$ cat src/rtl/pwm_deadtime_gen_pkg.sv
// Shared inverter definitions: leg FSM encoding, leg order and gate bit map.
package pwm_deadtime_gen_pkg;

  typedef enum logic [1:0] {
    LEG_DEAD  = 2'b00,
    LEG_LO_ON = 2'b01,
    LEG_HI_ON = 2'b10
  } leg_state_e;

  localparam int unsigned NUM_LEGS = 4;

  // Leg order inside the command vector
  localparam int unsigned LEG_H1A = 0;
  localparam int unsigned LEG_H1B = 1;
  localparam int unsigned LEG_H2A = 2;
  localparam int unsigned LEG_H2B = 3;

  // Gate bit positions: each leg occupies {hi, lo}
  localparam int unsigned GATE_H1A_LO = 0;
  localparam int unsigned GATE_H1A_HI = 1;
  localparam int unsigned GATE_H1B_LO = 2;
  localparam int unsigned GATE_H1B_HI = 3;
  localparam int unsigned GATE_H2A_LO = 4;
  localparam int unsigned GATE_H2A_HI = 5;
  localparam int unsigned GATE_H2B_LO = 6;
  localparam int unsigned GATE_H2B_HI = 7;

endpackage

$ cat src/rtl/pwm_deadtime_gen_leg.sv
// One half-bridge leg: break-before-make switching with a programmable dead time.
module deadtime_leg
  import pwm_deadtime_gen_pkg::*;
#(
  parameter int unsigned DT_WIDTH = 8
) (
  input  logic                clk,
  input  logic                rst_n,
  input  logic                enable,
  input  logic                cmd,
  input  logic [DT_WIDTH-1:0] deadtime,
  output logic                hi,
  output logic                lo
);

  leg_state_e          state_q, state_d;
  logic [DT_WIDTH-1:0] cnt_q, cnt_d;
  logic [DT_WIDTH-1:0] dt_min1;

  // A zero dead time still yields a one-cycle both-off gap
  assign dt_min1 = (deadtime == '0) ? DT_WIDTH'(1) : deadtime;

  // State and dead counter registers
  always_ff @(posedge clk or negedge rst_n) begin
    if (!rst_n) begin
      state_q <= LEG_DEAD;
      cnt_q   <= '0;
    end else begin
      state_q <= state_d;
      cnt_q   <= cnt_d;
    end
  end

  // Next state: leave the active side on command change, pick the side only at expiry
  always_comb begin
    state_d = state_q;
    cnt_d   = cnt_q;
    if (!enable) begin
      state_d = LEG_DEAD;
      cnt_d   = dt_min1;
    end else begin
      unique case (state_q)
        LEG_HI_ON: begin
          if (!cmd) begin
            state_d = LEG_DEAD;
            cnt_d   = dt_min1;
          end
        end
        LEG_LO_ON: begin
          if (cmd) begin
            state_d = LEG_DEAD;
            cnt_d   = dt_min1;
          end
        end
        default: begin
          // Counter 0 (only after reset) and 1 both expire on this edge
          if (cnt_q <= DT_WIDTH'(1)) begin
            cnt_d   = '0;
            state_d = cmd ? LEG_HI_ON : LEG_LO_ON;
          end else begin
            cnt_d = cnt_q - DT_WIDTH'(1);
          end
        end
      endcase
    end
  end

  assign hi = (state_q == LEG_HI_ON);
  assign lo = (state_q == LEG_LO_ON);

endmodule

$ cat src/rtl/pwm_deadtime_gen.sv
// Two H-bridge PWM modulator: shadowed reference, level-shifted carrier compare, four dead-time legs.
module pwm_deadtime_gen
  import pwm_deadtime_gen_pkg::*;
#(
  parameter int unsigned CARRIER_WIDTH = 16,
  parameter int unsigned DT_WIDTH      = 8
) (
  input  logic                            clk,
  input  logic                            rst_n,
  input  logic                            enable,
  input  logic signed [CARRIER_WIDTH-1:0] ref_in,
  input  logic signed [CARRIER_WIDTH-1:0] carrier1,
  input  logic signed [CARRIER_WIDTH-1:0] carrier2,
  input  logic                            sync_pulse,
  input  logic        [DT_WIDTH-1:0]      deadtime,
  output logic        [7:0]               gate
);

  localparam logic signed [CARRIER_WIDTH-1:0] S_MIN = {1'b1, {(CARRIER_WIDTH-1){1'b0}}};
  localparam logic signed [CARRIER_WIDTH-1:0] S_MAX = {1'b0, {(CARRIER_WIDTH-1){1'b1}}};

  logic signed [CARRIER_WIDTH-1:0] ref_sh_q, ref_sh_d;
  logic signed [CARRIER_WIDTH-1:0] neg_ref;
  logic        [NUM_LEGS-1:0]      cmd_q, cmd_d;
  logic        [NUM_LEGS-1:0]      leg_hi, leg_lo;

  // Shadow reference: reloaded at carrier peak, tracks the input while disabled
  always_comb begin
    ref_sh_d = ref_sh_q;
    if (sync_pulse || !enable) begin
      ref_sh_d = ref_in;
    end
  end

  // Negating the most negative value saturates instead of wrapping
  assign neg_ref = (ref_sh_q == S_MIN) ? S_MAX : -ref_sh_q;

  // Signed strict compares against the lower and upper carriers
  always_comb begin
    cmd_d          = '0;
    cmd_d[LEG_H1A] = (ref_sh_q > carrier1);
    cmd_d[LEG_H1B] = (neg_ref  > carrier1);
    cmd_d[LEG_H2A] = (ref_sh_q > carrier2);
    cmd_d[LEG_H2B] = (neg_ref  > carrier2);
  end

  // Reference shadow and leg command registers
  always_ff @(posedge clk or negedge rst_n) begin
    if (!rst_n) begin
      ref_sh_q <= '0;
      cmd_q    <= '0;
    end else begin
      ref_sh_q <= ref_sh_d;
      cmd_q    <= cmd_d;
    end
  end

  for (genvar i = 0; i < NUM_LEGS; i++) begin : g_leg
    deadtime_leg #(
      .DT_WIDTH (DT_WIDTH)
    ) u_leg (
      .clk      (clk),
      .rst_n    (rst_n),
      .enable   (enable),
      .cmd      (cmd_q[i]),
      .deadtime (deadtime),
      .hi       (leg_hi[i]),
      .lo       (leg_lo[i])
    );
  end

  assign gate[GATE_H1A_LO] = leg_lo[LEG_H1A];
  assign gate[GATE_H1A_HI] = leg_hi[LEG_H1A];
  assign gate[GATE_H1B_LO] = leg_lo[LEG_H1B];
  assign gate[GATE_H1B_HI] = leg_hi[LEG_H1B];
  assign gate[GATE_H2A_LO] = leg_lo[LEG_H2A];
  assign gate[GATE_H2A_HI] = leg_hi[LEG_H2A];
  assign gate[GATE_H2B_LO] = leg_lo[LEG_H2B];
  assign gate[GATE_H2B_HI] = leg_hi[LEG_H2B];

endmodule

$ cat config.mk
export PLATFORM = sky130hd
export DESIGN_NAME = pwm_deadtime_gen
export DESIGN_NICKNAME = d
export VERILOG_FILES = /design/src/rtl/pwm_deadtime_gen_pkg.sv /design/src/rtl/pwm_deadtime_gen_leg.sv /design/src/rtl/pwm_deadtime_gen.sv
export SDC_FILE = /design/constraint.sdc
export NUM_CORES = 1
export LEC_CHECK = 0
export ABC_CLOCK_PERIOD_IN_PS = 3700
export BUFFER_PORTS_ARGS = -buffer_cell sky130_fd_sc_hd__buf_2
export CAP_MARGIN = 25
export CORE_AREA = 2 2 97 99
export DETAILED_ROUTE_END_ITERATION = 10
export DIE_AREA = 0 0 99 101
export GPL_TIMING_DRIVEN = 0
export PLACE_DENSITY = 0.8
export RECOVER_POWER = 50
export SYNTH_ARGS = -nofsm -noshare
export SYNTH_HDL_FRONTEND = slang
export SYNTH_SLANG_ARGS = --single-unit
$ cat constraint.sdc
create_clock -name clk -period 3.7 [get_ports clk]
set_clock_uncertainty 0.15 [all_clocks]
set_input_delay 0.74 -clock clk [delete_from_list [all_inputs] [get_ports clk]]
set_output_delay 0.74 -clock clk [all_outputs]
set_load 0.1 [all_outputs]
==> metrics.txt, run 1 <==
Mapped Nets=between 700 and 800; area grow syn2layout=14.2%; Synth Instances=625; P per Cell Area=588 nW/um2; worst-margin pin slew=1260 ps; grt total ovfl=0; status=finished clean; final net count=847; Initial Util=57.3%; PortBufs=67; Async S/R FF share, synth=100%; wire per inst=15.5 um; IO Pins=68; CTS tree=built; startpoint types=register; most common cell after layout, fill and taps aside=ha_1; Placer Congestion=0.947; Core Rows=35; Mapped Area=slightly above 5000 um2; clk_lat worst skew=roughly 350 ps; final instance area=5870 um2; diode count=0; Final Hold Slack=359 ps; syn_area_per_cell=8.23 um2; CP arrival=3670 ps; fmax=about 0.28 GHz; Tightest Hold Check Type=reg2reg; die height=a little over 100 um; max incr delay on CP=550 ps; CTS Root Cell=clkbuf_8; Main synth FF type=dfrtp_1; main combinational cell family by area after synthesis=adder cells; Compound-Gate Fraction of Synth Area=19.1%; CP Data Required Time=3820 ps; critical path type=reg2reg; Max IR drop VDD=0.244 mV; CP Capture Type=register; slew margin rel.=15.7%; global-route wire length before repair=21.6 mm; total global-route track usage=26.7%; portion of netlist area occupied by mux cells=4.28%; post-synth cell types=48; DR pass1 iterations=5; Seq/Total Area, Yosys=29.2%; TritonCTS Buffers=9; Synth Area in Adders=about a fifth; Slew Limit Fails=0; top cell family by delay on the critical path=simple AND/OR/NAND/NOR gates; period utilization=96.0%; DP Area=5640 um2; clock buffer depth=2; # DRC=0; pin count of the biggest net entering global routing=39; initial antenna violation count=0; Die Wd=99 um; layout cells sized above 1=18.2%; fin crit period=approximately 3600 ps; Max-Cap Viols=0; Routed Antenna Nets=0; Post-synth EDFFs=0; Core Box Area=8980 um2; number of global-route vias before repair=between 4,000 and 5,000; RSZ-0062 raised after global routing=no; Vias=4,830; Reg clk slew, reported paths=70 ps; Buf+Inv Stages, Crit Path=1; most frequent cells in the layout=ha_1, nand2_1, buf_2; Final Hold Viols=0; Die ar.=10000 um2; post-DP HPWL=approximately 10 mm; Final setup viols=0; simple-gate area share of the yosys netlist=19.3%; total detailed-routing wirelength=about 13 mm; XOR/XNOR share of the synthesized area=1.70%; Synth Warn #=0; worst-path fanout max=10; initial DRC count=around 160; CP cell instances=or4_4 -> nor3_4 -> nand2_4 -> or3_4 -> buf_6 -> nand2_1 -> ha_1 -> a21oi_1 -> o21ai_0 -> a311oi_1 -> o21ai_1 -> a21oi_2 -> mux2i_1; Final TNS setup=0 ps; CTS H-tree depth=3; CP max stage cell=or4_4; fill count=760; Vias/cell=5.88; Yosys reg bits=60; Pleak=0.00286 uW; clock sink count=60
-- routing by layer --
layer | vias to the layer above | GRT usage [%] | wire, um
met4 | 0 | 13.0 | 406
met5 | - | 0 | 0
met3 | 37 | 4.30 | 578
li1 | 2375 | - | -
met2 | 140 | 48.2 | 6480
met1 | 2278 | 30.8 | 5230
-- Yosys cell counts (2+ instances only) --
master | number | share of area [%]
a22oi_1 | 4 | 0.58
o22ai_1 | 6 | 0.73
o31ai_1 | 7 | 1.0
nor2_1 | 40 | 2.9
nor3_1 | 24 | 2.3
nand2b_1 | 5 | 0.61
clkbuf_1 | 13 | 0.95
or3_1 | 5 | 0.61
dfrtp_1 | 60 | 29
a21oi_1 | 60 | 5.8
ha_1 | 81 | 20
nor4_1 | 12 | 1.5
nand3_1 | 4 | 0.39
o21ba_2 | 3 | 0.58
nor4b_1 | 4 | 0.68
nand2_2 | 5 | 0.61
o21ai_0 | 62 | 6.0
xnor2_1 | 3 | 0.51
a22o_1 | 8 | 1.4
and2_1 | 4 | 0.49
nand4_1 | 10 | 1.2
nor2b_1 | 8 | 0.97
buf_4 | 8 | 1.2
mux2_2 | 16 | 3.5
inv_1 | 59 | 4.3
a21o_1 | 3 | 0.44
mux2i_1 | 4 | 0.78
nor3b_1 | 2 | 0.29
o21a_1 | 4 | 0.58
a211oi_1 | 3 | 0.44
nand2_1 | 74 | 5.4
or3_4 | 2 | 0.44
xor2_1 | 7 | 1.2
-- stage by stage --
stage                     cells  setup slack, ps  total power (uW)  utilization (%)
after floorplan             625              434              2430                -
after global placement      803             35.8              2750             62.6
after detailed placement    804            -44.0              2840             62.8
after CTS                   819             10.4              3440             65.0
after global routing        821            0.113              3740             65.4
final                       821              149              3450             65.4
-- kinds of logic after synthesis --
kind of cell	count (synthesis)
AND/OR/NAND/NOR	203
AO/OA/AOI/OAI	169
buffers and inverters	82
adder cells (fa/ha/maj)	81
flip-flops	60
multiplexers	20
XOR/XNOR	10
-- worst register-to-register path: stages (launching register included) --
cell and delay, ps:
dfrtp_2 440, or4_4 550, nor3_4 230, nand2_4 110
or3_4 450, buf_6 170, nand2_1 100, ha_1 250
a21oi_1 170, o21ai_0 110, a311oi_1 280, o21ai_1 130
a21oi_2 140, mux2i_1 190
-- final cells by class --
| cell class | instances | area (um2) | share of cell area (%) |
|---|---|---|---|
| inverters | 59 | 221 | 3.77 |
| clock inverters | 5 | 52.6 | 0.895 |
| repair buffers | 70 | 353 | 6.01 |
| plain buffers | 23 | 125 | 2.13 |
| clock buffers | 10 | 138 | 2.34 |
| flip-flops and latches | 60 | 1510 | 25.6 |
| multi-input cells | 483 | 3340 | 56.9 |
| well taps | 111 | 139 | 2.36 |
-- path summary, 6_finish.rpt --
| check | start | to | slack [ps] | cells past startpoint |
|---|---|---|---|---|
| hold reg to reg | g_leg[0].u_leg.cnt_q[6]$_DFFE_PN0P_ | g_leg[0].u_leg.cnt_q[6]$_DFFE_PN0P_ | 360 | 2 |
| min in group asynchronous | rst_n | g_leg[2].u_leg.cnt_q[4]$_DFFE_PN0P_ | 500 | 1 |
| hold / removal | g_leg[0].u_leg.cnt_q[6]$_DFFE_PN0P_ | g_leg[0].u_leg.cnt_q[6]$_DFFE_PN0P_ | 360 | 2 |
| max in group asynchronous | rst_n | ref_sh_q[5]$_DFFE_PN0P_ | 1230 | 2 |
| setup / recovery | ref_sh_q[3]$_DFFE_PN0P_ | cmd_q[1]$_DFF_PN0_ | 150 | 13 |
| setup reg to reg | ref_sh_q[3]$_DFFE_PN0P_ | cmd_q[1]$_DFF_PN0_ | 150 | 13 |
-- flip-flops by register name, summed over array words and instances, names as in the netlist --
register,cells
g_leg.u_leg.cnt_q,32
ref_sh_q,16
g_leg.u_leg.state_q,8
cmd_q,4
-- timing repair --
action / in CTS / in global routing
resized for setup: 1 / 11
endpoints found under the setup margin: 1 / 2
setup buffers: 0 / 2
hold buffers: 0 / 0
pin swaps: 0 / 5
-- power breakdown --
group | internal [uW] | switching [uW]
logic | 625 | 1090
registers | 892 | 251
clock network | 322 | 273
(Power assumes the default switching activity.)
==> run 2, diff against run 1 <==
Settings changed: CORE_AREA 2 2 97 99 to 2 2 125 127, CTS_CLUSTER_DIAMETER from default to 40, DIE_AREA 0 0 99 101 to 0 0 127 129, PLACE_DENSITY 0.8 to default.
==> run 2 against run 1 <==
The flow now finishes with violations (capacitance limit, slew limit); sequential share of layout area decreased by 1.2 points; clock power increased by 56%; combinational power about the same; utilization decreased by 24 points; clock-buffer cell count decreased by 1; die area increased by 64%; critical path type unchanged.
==> metrics.txt, run 2 (synthesis gave the netlist of run 1 again) <==
Sw Ratio=43.9% (-2.8 points); CTS H-tree depth=3 (unchanged); pin count of the biggest net entering global routing=61 (+56%); Vias=4,664 (-3.4%); total detailed-routing wirelength=13.5 mm (+6.0%); sw power=1660 uW (+2.7%); post-DP HPWL=10.1 mm (+0.80%); number of global-route vias before repair=4,411 (-7.8%); diode count=0 (unchanged); Core Rows=45 (+29%); slew margin rel.=-2.92% (-19 points); CTS Root Cell=clkbuf_16; DP Area=5710 um2 (+1.4%); Most flops, register=g_leg.u_leg.cnt_q; global-route wire length before repair=21.9 mm (+1.3%); CP Data Required Time=3760 ps (-60 ps); Reg power frac=30.3% (-2.8 points); final net count=851 (+0.47%); clock sink count=60 (unchanged); Logic pwr share=45.1% (-4.5 points); Max IR drop VDD=0.278 mV (+14%); hold_buf cts=0 (unchanged); layout cells sized above 1=20.3% (+2.1 points); Die ar.=16,400 um2 (+64%); most common cell after layout, fill and taps aside=ha_1; Final setup viols=0 (unchanged); IO Pins=68 (unchanged); wire per inst=14.9 um (-3.6%); Max Used Layer=met4; Final TNS setup=0 ps (unchanged); Placer Congestion=0.818 (-14%); Tightest Hold Check Type=reg2reg; PortBufs=67 (unchanged); WL met1=6.45 mm (+23%); clk_lat worst skew=330 ps (-20 ps); Routed Antenna Nets=0 (unchanged); Largest register FFs=32 (unchanged); Reg clk slew, reported paths=60 ps (about the same); clock buffer depth=2 (unchanged); CTS tree=built; period utilization=99.3% (+3.3 points); Slew Limit Fails=61 (+61); worst-margin pin slew=1540 ps (+279 ps); CP Capture Type=register; Max-Cap Viols=1 (+1); fin crit period=3670 ps (+123 ps); Top Registers=g_leg.u_leg.cnt_q (32), ref_sh_q (16), g_leg.u_leg.state_q (8); initial DRC count=248 (+56%); metal2 WL=6.29 mm (-2.9%); post-layout util=41.2% (-24 points); DR pass1 iterations=4 (-1); # DRC=0 (unchanged); CP arrival=3730 ps (+60 ps); Initial Util=34.3% (-23 points); critical path type=reg2reg; area grow syn2layout=20.0%; power share of the clock group=24.6% (+7.4 points); Vias/cell=5.17 (-12%); status=complete, but fails checks; most frequent cells in the layout=ha_1, nand2_1, buf_2; Pint=2110 uW (+15%); failing checks=capacitance limit, slew limit; Final Hold Viols=0 (unchanged); Pleak=0.00293 uW (+2.4%); Die Wd=127 um (+28%); grt total ovfl=0 (unchanged); Final Hold Slack=347 ps (-11.3 ps); Core Box Area=15,000 um2 (+67%); P per Cell Area=611 nW/um2 (+3.9%); final instance area=6170 um2 (+5.0%); startpoint types=register; initial antenna violation count=0 (unchanged); met3 routed WL=542 um (-6.2%); die height=129 um (+28%); TritonCTS Buffers=9 (unchanged); total global-route track usage=16.7% (-10 points); worst-path fanout max=5 (-5); fmax=0.272 GHz (-3.4%)
## run 2: per-layer routing
layer	up-vias	GRT usage [%]
li1	2387	-
met1	2143	22.0
met2	118	29.0
met3	16	2.58
met4	0	3.49
met5	-	0
## run 2: final timing paths
check | cells past startpoint | endpoint | slack [ps] | startpoint
min in group asynchronous | 1 | g_leg[2].u_leg.cnt_q[4]$_DFFE_PN0P_ | 640 | rst_n
min reg2reg | 2 | g_leg[0].u_leg.cnt_q[6]$_DFFE_PN0P_ | 350 | g_leg[0].u_leg.cnt_q[6]$_DFFE_PN0P_
max reg2reg | 12 | cmd_q[3]$_DFF_PN0_ | 30 | ref_sh_q[3]$_DFFE_PN0P_
min | 2 | g_leg[0].u_leg.cnt_q[6]$_DFFE_PN0P_ | 350 | g_leg[0].u_leg.cnt_q[6]$_DFFE_PN0P_
max | 12 | cmd_q[3]$_DFF_PN0_ | 30 | ref_sh_q[3]$_DFFE_PN0P_
max in group asynchronous | 1 | ref_sh_q[5]$_DFFE_PN0P_ | 1730 | rst_n
## run 2: layout make-up
type,instances,area [um2]
Fill cell,1516,8810
Multi-Input combinational cell,483,3370
Sequential cell,60,1510
Timing Repair Buffer,74,387
Tap cell,188,235
Clock buffer,9,225
Inverter,59,221
Buffer,23,125
Clock inverter,7,98.8
## run 2: critical path, stage by stage, from the launching register on
cell,delay [ps]
dfrtp_2,430
or4_4,570
nor3_4,200
nand2_2,140
or3_4,380
nor3b_4,210
a21oi_2,70
ha_1,290
nand4_1,130
nor4_1,550
a21oi_1,180
o22ai_1,180
a21oi_1,60
## run 2: through the flow
step / instances / total power (uW) / setup slack (ps)
after floorplan: 625 / 2430 / 434
after global placement: 880 / 2810 / -184
after detailed placement: 880 / 2820 / -156
after CTS: 896 / 3770 / 17.5
after global routing: 903 / 4080 / -34.5
final: 903 / 3770 / 26.1
## run 2: power groups by stage
stage                     clock (uW)  combinational, uW  sequential (uW)
after floorplan                    0               1350             1080
after detailed placement           0               1680             1150
final                            926               1700             1140
after global routing             972               1920             1190
after CTS                        943               1690             1140
after global placement             0               1660             1150
## run 2: what timing repair did
| action | CTS | global route |
|---|---|---|
| gates resized for setup | 3 | 19 |
| buffers inserted | 0 | 7 |
| pin swaps | 1 | 11 |
| setup endpoints to repair | 1 | 2 |
| endpoints found under the hold margin | 0 | 0 |
==> run 3, diff against run 2 <==
Settings changed: ABC_CLOCK_PERIOD_IN_PS 3700 to default, CORE_AREA 2 2 125 127 to 2 2 112 141, DIE_AREA 0 0 127 129 to 0 0 114 143.
==> run 3 against run 2 <==
Clock power up 16%; largest cell class unchanged; the run still ends with capacitance limit, slew limit left; register-to-register slack gained 80 ps; highest routed layer unchanged; critical endpoint is now cmd_q[1]$_DFF_PN0_; cell count shrank 0.89%.
==> metrics.txt, run 3 (synthesis gave the netlist of run 1 again) <==
worst-path fanout max=6 (+1); post-layout util=41.6% (+0.45 points); Initial Util=34.5% (+0.20 points); Most flops, register=g_leg.u_leg.cnt_q; Routed Antenna Nets=0 (unchanged); initial DRC count=269 (+8.5%); slew margin rel.=-4.06% (-1.1 points); RR Endpoint=cmd_q[1]$_DFF_PN0_; P per Cell Area=632 nW/um2 (+3.5%); DP Area=5710 um2 (-0.13%); Tightest Hold Check Type=reg2reg; hold path start=g_leg[0].u_leg.cnt_q[6]$_DFFE_PN0P_; hold path depth=2 (unchanged); Final TNS setup=0 ps (unchanged); Max IR drop VDD=0.255 mV (-8.3%); # DRC=0 (unchanged); diode count=0 (unchanged); area grow syn2layout=20.6%; startpoint types=register; wire per inst=14.9 um (about the same); clk_lat worst skew=340 ps (about the same); Die ar.=16,300 um2 (-0.49%); TritonCTS Buffers=9 (unchanged); Max-Cap Viols=1 (unchanged); Final Hold Viols=0 (unchanged); DR pass1 iterations=4 (unchanged); post-DP HPWL=10.1 mm (+0.69%); Core Box Area=14,900 um2 (-0.58%); final net count=850 (-0.12%); PortBufs=67 (unchanged); hold_buf cts=0 (unchanged); CTS H-tree depth=3 (unchanged); area occupied by multi-input gates=3370 um2 (about the same); Die Wd=114 um (-10%); fill count=1,566 (+3.3%); clock sink count=60 (unchanged); CP arrival=3660 ps (-70 ps); most common cell after layout, fill and taps aside=ha_1; Final setup viols=0 (unchanged); CTS Root Cell=clkbuf_16; grt total ovfl=0 (unchanged); layout cells sized above 1=19.6% (-0.64 points); initial antenna violation count=0 (unchanged); period utilization=97.2% (-2.1 points); FF+latch area=1510 um2 (unchanged); Core Rows=50 (+11%); Vias=4,623 (-0.88%); final instance area=6200 um2 (+0.51%); CP Data Required Time=3760 ps (about the same); flop-to-flop setup slack=100 ps (+80 ps); most frequent cells in the layout=ha_1, nand2_1, buf_2; worst-margin pin slew=1560 ps (+17.0 ps); FF-to-FF path depth=13 (+1); total global-route track usage=17.5% (+0.83 points); Top Registers=g_leg.u_leg.cnt_q (32), ref_sh_q (16), g_leg.u_leg.state_q (8); failing checks=capacitance limit, slew limit; CTS tree=built; worst r2r src=ref_sh_q[3]$_DFFE_PN0P_; worst setup margin=104 ps (+78.0 ps); Final Hold Slack=344 ps (-3.11 ps); dpl ws=-99.7 ps (+56.6 ps); fin crit period=3600 ps (-78.0 ps); Pleak=0.00296 uW (+1.1%); total detailed-routing wirelength=13.3 mm (-0.80%); CP Capture Type=register; status=complete, but fails checks; global-route wire length before repair=22.4 mm (+2.2%); Slew Limit Fails=61 (unchanged); hold endpoint=g_leg[0].u_leg.cnt_q[6]$_DFFE_PN0P_; Vias/cell=5.17 (about the same); number of global-route vias before repair=4,490 (+1.8%); Reg clk slew, reported paths=50 ps (about the same); pin count of the biggest net entering global routing=61 (unchanged); die height=143 um (+11%); Placer Congestion=0.861 (+5.3%); fmax=0.278 GHz (+2.2%); Largest register FFs=32 (unchanged); IO Pins=68 (unchanged); clock buffer depth=2 (unchanged); critical path type=reg2reg
-- run 3: changes by cell type in the layout (fill, tap and decap cells not counted), moves of 2 or more --
cell,before,now
clkinv_4,2,0
a21oi_2,4,1
a21oi_1,56,59
or3_4,4,2
clkbuf_8,0,2
or3_1,3,5
bufinv_16,2,4
-- run 3: repair_timing --
item | 4_1_cts | 5_1_grt
gates cloned | 0 | 0
buffers inserted | 0 | 6
pin swaps | 1 | 10
resized for setup | 2 | 19
endpoints found under the setup margin | 1 | 2
hold endpoints to repair | 0 | 0
-- run 3: worst max-delay path by stage --
stage,from,to,slack (ps),cells after the start
6_report,ref_sh_q[3]$_DFFE_PN0P_,cmd_q[1]$_DFF_PN0_,100,13
5_1_grt,ref_sh_q[3]$_DFFE_PN0P_,cmd_q[1]$_DFF_PN0_,-30,13
4_1_cts,ref_sh_q[5]$_DFFE_PN0P_,cmd_q[1]$_DFF_PN0_,40,13
3_5_place_dp,ref_sh_q[3]$_DFFE_PN0P_,cmd_q[1]$_DFF_PN0_,-100,13
3_3_place_gp,ref_sh_q[3]$_DFFE_PN0P_,cmd_q[1]$_DFF_PN0_,-70,13
2_1_floorplan,ref_sh_q[5]$_DFFE_PN0P_,cmd_q[1]$_DFF_PN0_,430,13
-- run 3: cell type report --
type / instances / area share (%)
Sequential cell: 60 / 24.3
Tap cell: 182 / 3.67
Inverter: 59 / 3.57
Clock buffer: 11 / 4.08
Clock inverter: 4 / 1.94
Timing Repair Buffer: 73 / 6.12
Multi-Input combinational cell: 483 / 54.3
Buffer: 23 / 2.02
-- run 3: routing by layer --
metal	wire length (um)	vias up	global-route usage, %
met3	475	16	2.84
li1	-	2391	-
met2	6310	105	29.2
met1	6250	2111	22.9
met5	0	-	0
met4	310	0	6.23
-- run 3: worst max-delay path, cell delays in order (launching register included) --
cell and delay (ps):
dfrtp_2 420, or4_4 570, nor3_4 270, nand2_4 120
or3_1 380, nor3_1 140, a21oi_1 100, ha_1 360
nand2_2 100, nor4_1 490, a311oi_2 110, o21ai_2 90
a21oi_2 50, mux2i_1 120
-- run 3: where the power goes --
| group | leakage, uW | internal, uW | switching, uW |
|---|---|---|---|
| registers | 0.000718 | 894 | 248 |
| logic | 0.00206 | 626 | 1080 |
| clock network | 0.000182 | 759 | 310 |
-- run 3: through the flow --
stage | cells | total power [uW]
4_1_cts | 889 | 3910
6_report | 895 | 3920
5_1_grt | 895 | 4240
3_5_place_dp | 874 | 2820
3_3_place_gp | 874 | 2810
2_1_floorplan | 625 | 2430
